==> src/rtl/sar_adc_ctrl.sv <==
// Successive-approximation ADC controller: drives an 8-bit R-2R DAC,
// resolves one sample MSB first and hands it on through a one-entry buffer.
module sar_adc_ctrl #(
    parameter int SETTLE_CYCLES = 4
) (
    input  logic       clk,
    input  logic       rst_n,
    input  logic       start,
    input  logic       cont,
    input  logic       abort,
    input  logic       cmp_in,
    output logic [7:0] dac_out,
    output logic       busy,
    output logic [7:0] out_data,
    output logic       out_valid,
    input  logic       out_ready,
    output logic       overrun,
    input  logic       clr_overrun
);

    localparam int CW = $clog2(SETTLE_CYCLES);
    localparam logic [CW-1:0] CNT_LOAD = CW'(SETTLE_CYCLES - 1);

    typedef enum logic [1:0] {IDLE, SETTLE, DECIDE, DONE} state_t;

    state_t        state, state_d;
    logic [7:0]    res, res_d, dac_d, trial;
    logic [2:0]    idx, idx_d, idx_m1;
    logic [CW-1:0] cnt, cnt_d;
    logic          cmp_m, cmp_s;
    logic          load, hs;

    assign busy   = (state != IDLE);
    assign idx_m1 = idx - 3'd1;
    assign hs     = out_valid && out_ready;

    // Two-flop synchronizer for the asynchronous comparator output
    always_ff @(posedge clk or negedge rst_n) begin
        if (!rst_n) begin
            cmp_m <= 1'b0;
            cmp_s <= 1'b0;
        end else begin
            cmp_m <= cmp_in;
            cmp_s <= cmp_m;
        end
    end

    // Next-state, trial code and result update for the conversion sequence
    always_comb begin
        state_d = state;
        res_d   = res;
        idx_d   = idx;
        cnt_d   = cnt;
        dac_d   = dac_out;
        load    = 1'b0;
        trial   = res;
        if (abort && state != IDLE) begin
            state_d = IDLE;
            dac_d   = '0;
        end else begin
            unique case (state)
                IDLE: begin
                    dac_d = '0;
                    if ((start || cont) && !abort) begin
                        res_d   = 8'h80;
                        dac_d   = 8'h80;
                        idx_d   = 3'd7;
                        cnt_d   = CNT_LOAD;
                        state_d = SETTLE;
                    end
                end
                SETTLE: begin
                    if (cnt == '0) state_d = DECIDE;
                    else           cnt_d   = cnt - 1'b1;
                end
                DECIDE: begin
                    if (!cmp_s) trial[idx] = 1'b0;
                    if (idx != 3'd0) begin
                        trial[idx_m1] = 1'b1;
                        res_d   = trial;
                        dac_d   = trial;
                        idx_d   = idx_m1;
                        cnt_d   = CNT_LOAD;
                        state_d = SETTLE;
                    end else begin
                        res_d   = trial;
                        state_d = DONE;
                    end
                end
                DONE: begin
                    load = 1'b1;
                    if (cont) begin
                        res_d   = 8'h80;
                        dac_d   = 8'h80;
                        idx_d   = 3'd7;
                        cnt_d   = CNT_LOAD;
                        state_d = SETTLE;
                    end else begin
                        state_d = IDLE;
                        dac_d   = '0;
                    end
                end
            endcase
        end
    end

    // State, datapath registers and the DAC drive register
    always_ff @(posedge clk or negedge rst_n) begin
        if (!rst_n) begin
            state   <= IDLE;
            res     <= '0;
            idx     <= '0;
            cnt     <= '0;
            dac_out <= '0;
        end else begin
            state   <= state_d;
            res     <= res_d;
            idx     <= idx_d;
            cnt     <= cnt_d;
            dac_out <= dac_d;
        end
    end

    // One-entry output buffer with sticky overwrite flag
    always_ff @(posedge clk or negedge rst_n) begin
        if (!rst_n) begin
            out_data  <= '0;
            out_valid <= 1'b0;
            overrun   <= 1'b0;
        end else begin
            if (load) begin
                out_data  <= res;
                out_valid <= 1'b1;
            end else if (hs) begin
                out_valid <= 1'b0;
            end
            if (load && out_valid && !out_ready) overrun <= 1'b1;
            else if (clr_overrun)                overrun <= 1'b0;
        end
    end

endmodule

==> config.mk <==
export PLATFORM = sky130hd
export DESIGN_NAME = sar_adc_ctrl
export DESIGN_NICKNAME = d
export VERILOG_FILES = /design/src/rtl/sar_adc_ctrl.sv
export SDC_FILE = /design/constraint.sdc
export NUM_CORES = 1
export LEC_CHECK = 0
export BUFFER_PORTS_ARGS = -buffer_cell sky130_fd_sc_hd__buf_2
export CAP_MARGIN = 10
export CORE_ASPECT_RATIO = 1.5
export CORE_MARGIN = 2
export CORE_UTILIZATION = 42
export DETAILED_ROUTE_END_ITERATION = 8
export PLACE_DENSITY_LB_ADDON = 0.2
export SYNTH_ARGS = -nofsm -noshare
export SYNTH_HDL_FRONTEND = slang
export SYNTH_SLANG_ARGS = --single-unit
==> constraint.sdc <==
create_clock -name clk -period 3.91 [get_ports clk]
set_input_delay 0.391 -clock clk [delete_from_list [all_inputs] [get_ports clk]]
set_output_delay 0.391 -clock clk [all_outputs]
set_load 0.05 [all_outputs]
==> PnR_summary.wiki <==
{| class="wikitable"
! Metric !! Value
|-
| Max-slew violation total from the final report || 0
|-
| Average wire per standard cell || 15.84 µm
|-
| Ant diodes || 0
|-
| Register clock-pin slew on the reported worst setup and hold paths || 70 ps
|-
| Initial antenna violation count || 0
|-
| Via count of the first global-routing pass || 1364
|-
| Total power density per cell area || 419.8 nW/µm²
|-
| Minimum clock period after layout || 2237 ps
|-
| Post-Syn Nets || 170
|-
| Crit path buf inv count || 1
|-
| Hold/Removal Path Class || in -> async
|-
| Total detailed-routing wirelength || 3.674 mm
|-
| Final Power || 0.8299 mW
|-
| # clock sinks || 35
|-
| Crit share post-route || 57.22%
|-
| Avg Inst Size Synth || 10.86 µm²
|-
| Largest net degree at the start of global routing || 36
|-
| Clock network latency to the later pin of the worst-skew pair || 290 ps
|-
| Static Leakage || 0.9697 nW
|-
| Part of the Yosys area used for sequential elements || 50.72%
|-
| Maxcap violations || 0
|-
| Bufs on Longest Clock Path || 2
|-
| Result of the run || completed
|-
| Max transition margin || 48.38%
|-
| Peak supply drop || 0.3169 mV
|-
| Depth of the CTS H-tree || 2
|-
| Total number of vias || 1342
|-
| Kind of capture point of the worst setup path || flop
|-
| Startpoint Class || flop
|-
| Avg Vias per Cell || 5.784
|-
| Worst-path cell chain || inv_1 > ha_1 > nor2b_2 > a211o_1 > a21oi_2 > mux2_1
|-
| Unrepaired setup endpoints after global routing || no
|-
| Share of final-layout standard cells stronger than drive strength 1 || 26.74%
|-
| Area used by sequential logic in the layout || 875.8 µm²
|-
| Worst-case clock skew || 6.705 ps
|-
| Setup TNS Final || 0 ps
|-
| Total setup buffers inserted after CTS || 0
|-
| Number of iterations in the first detailed-routing pass || 4
|-
| RD Place Congestion || 0.9041
|-
| #FFs+latches synth || 35
|-
| TritonCTS clock tree || yes
|-
| Antenna violation net count after detailed routing || 0
|-
| Cell family with most CP delay || flip-flops
|-
| Full die area || 4650 µm²
|-
| Post-synth ARST share || 100.0%
|-
| Fillers || 376
|-
| EDFF count, synth || 0
|-
| Global route total overflow || 0
|-
| End-of-flow core utilization || 49.94%
|-
| Quantity of hold-fixing buffers added after cts || 0
|-
| Final hold violation count || 0
|-
| Chip height || 82.53 µm
|-
| CTS buffer count || 5
|-
| Area taken by multi-input logic gates || 770.7 µm²
|-
| Number of library cell types mapped by synthesis || 49
|-
| Maximum fanout along the worst path || 15
|-
| Final number of setup-violating endpoints || 0
|-
| Critical path start-end classification || reg -> reg
|-
| Synth Warn # || 0
|-
| Highest attainable clock frequency || 446.9 MHz
|-
| Detail Placement HPWL || 2.628 mm
|-
| Mapped Cells || 159
|-
| Iteration-0 DRC count of the detailed router || 58
|-
| Buffer cell driving the clock tree root || clkbuf_8
|-
| GRT Total Usage || 17.96%
|-
| Worst-Margin Slew || 774.3 ps
|-
| Nets@finish || 197
|-
| Layout-stage area growth over the synthesis result || 14.49%
|-
| Critical Path Max Stage Delay || 610 ps
|-
| Synth Cell Area || 1727 µm²
|-
| Initial core utilization || 43.62%
|-
| Ys flop type || dfrtp_1
|-
| I/O pin cnt || 27
|-
| Number of buffers inserted by port buffering || 26
|-
| Slowest CP cell || dfrtp_1
|-
| Wire length of the first global-routing pass || 6.265 mm
|-
| Endpoint required time on the critical path || 4080 ps
|-
| Arrival @ worst endpoint || 2410 ps
|-
| Cell Rows || 28
|-
| Number of cells upsized or downsized after cts || 0
|-
| Die Width || 56.35 µm
|-
| DRC || 0
|-
| Core Box Area || 3959 µm²
|}
==> routing by layer <==
| layer | GRT usage (%) | up-vias | part of all wire (%) |
|---|---|---|---|
| li1 | - | 636 | - |
| met1 | 20.20 | 648 | 42 |
| met2 | 29.76 | 45 | 49 |
| met3 | 5.140 | 13 | 4.7 |
| met4 | 11.90 | 0 | 4.2 |
| met5 | 0 | - | 0 |
==> layout by cell type (no fill, tap or decap), drive strengths merged, types with 2 or more instances in the layout <==
cell type / Yosys / routed
a211o: 2 / 2
a21o: 4 / 4
a21oi: 10 / 10
a22o: 6 / 6
a31oi: 3 / 3
buf: 5 / 26
clkbuf: 1 / 7
dfrtp: 35 / 35
ha: 3 / 3
inv: 13 / 13
mux2: 7 / 7
nand2: 13 / 13
nand2b: 3 / 3
nand3: 3 / 3
nor2: 7 / 7
nor2b: 4 / 4
nor4: 2 / 2
o21ai: 11 / 11
o22ai: 2 / 2
o2bb2ai: 2 / 2
o31ai: 2 / 2
o32ai: 2 / 2
o41a: 2 / 2
==> synthesized netlist by cell type (2+ instances only) <==
master,instances,area share (%)
a21o_1,4,1.7
a21oi_1,9,2.6
a22o_1,6,3.0
a31oi_1,3,1.1
buf_2,4,1.2
dfrtp_1,35,51
ha_1,3,2.2
inv_1,12,2.6
mux2_1,2,1.3
mux2_2,5,3.3
nand2_1,13,2.8
nand2b_1,3,1.1
nand3_1,3,0.87
nor2_1,5,1.1
nor2b_1,3,1.1
nor4_1,2,0.72
o21ai_0,6,1.7
o21ai_1,5,1.4
o22ai_1,2,0.72
o2bb2ai_1,2,1.0
o31ai_1,2,0.87
o32ai_1,2,1.0
o41a_1,2,1.3
==> stage by stage <==
stage / cell area (µm²) / hold WS (ps) / std cells / setup slack, ps
after floorplan: 1727 / 95.41 / 159 / 2108
after global placement: 1882 / 335.4 / 224 / 1763
after detailed placement: 1882 / 338.9 / 224 / 1716
after CTS: 1977 / 194.7 / 232 / 1687
after global routing: 1977 / 192.7 / 232 / 1548
final: 1977 / 176.4 / 232 / 1673
==> logic make-up (layout without fill, tap and decap cells) <==
| group | count (synthesis) | count (layout) | synth area share [%] |
|---|---|---|---|
| xor+xnor | 2 | 2 | 1.015 |
| compound gates | 54 | 54 | 23.48 |
| simple gates | 39 | 39 | 13.41 |
| fa+ha+maj | 3 | 3 | 2.174 |
| buf+inv | 19 | 47 | 4.637 |
| flops | 35 | 35 | 50.72 |
| mux | 7 | 7 | 4.565 |
==> path summary, 6_finish.rpt <==
path	from	to	slack (ps)	depth (start not counted)
setup / recovery	idx[0]	cnt[1]	1670	6
hold / removal	rst_n	res[6]	180	1
setup reg to reg	idx[0]	cnt[1]	1670	6
hold reg to reg	cmp_m	cmp_s	360	0
max in group asynchronous	rst_n	out_data[6]	3250	1
min in group clk	cmp_in	cmp_m	200	1
==> sequential cells by signal, indices dropped and copies added, names as in the netlist <==
signal	flops
res	8
cmp_m	1
cmp_s	1
idx	3
dac_out	8
state	2
out_valid	1
out_data	8
overrun	1
cnt	2
==> where the power goes <==
group | switching [mW] | leakage, nW | internal [mW] | total [mW]
logic | 0.0985 | 0.469 | 0.0533 | 0.152
registers | 0.0206 | 0.452 | 0.383 | 0.404
clock network | 0.130 | 0.0484 | 0.144 | 0.274
==> cell type report <==
class | count | share of cell area (%)
sequential | 35 | 44.30
tap | 45 | 2.848
clock buffer | 7 | 4.367
timing repair buffer | 26 | 6.582
clock inverter | 1 | 0.4430
multi-input combinational | 105 | 38.99
inverter | 13 | 2.468
==> worst register-to-register path, delay by kind of cell (launching register included) <==
family | cells | cell delay (ps)
DFF | 1 | 610
AOI/OAI and AO/OA | 2 | 480
muxes | 1 | 330
adders and majority gates | 1 | 280
buffers and inverters | 1 | 220
and+or+nand+nor | 1 | 200
Note: power is estimated with default switching activity, not from simulation.
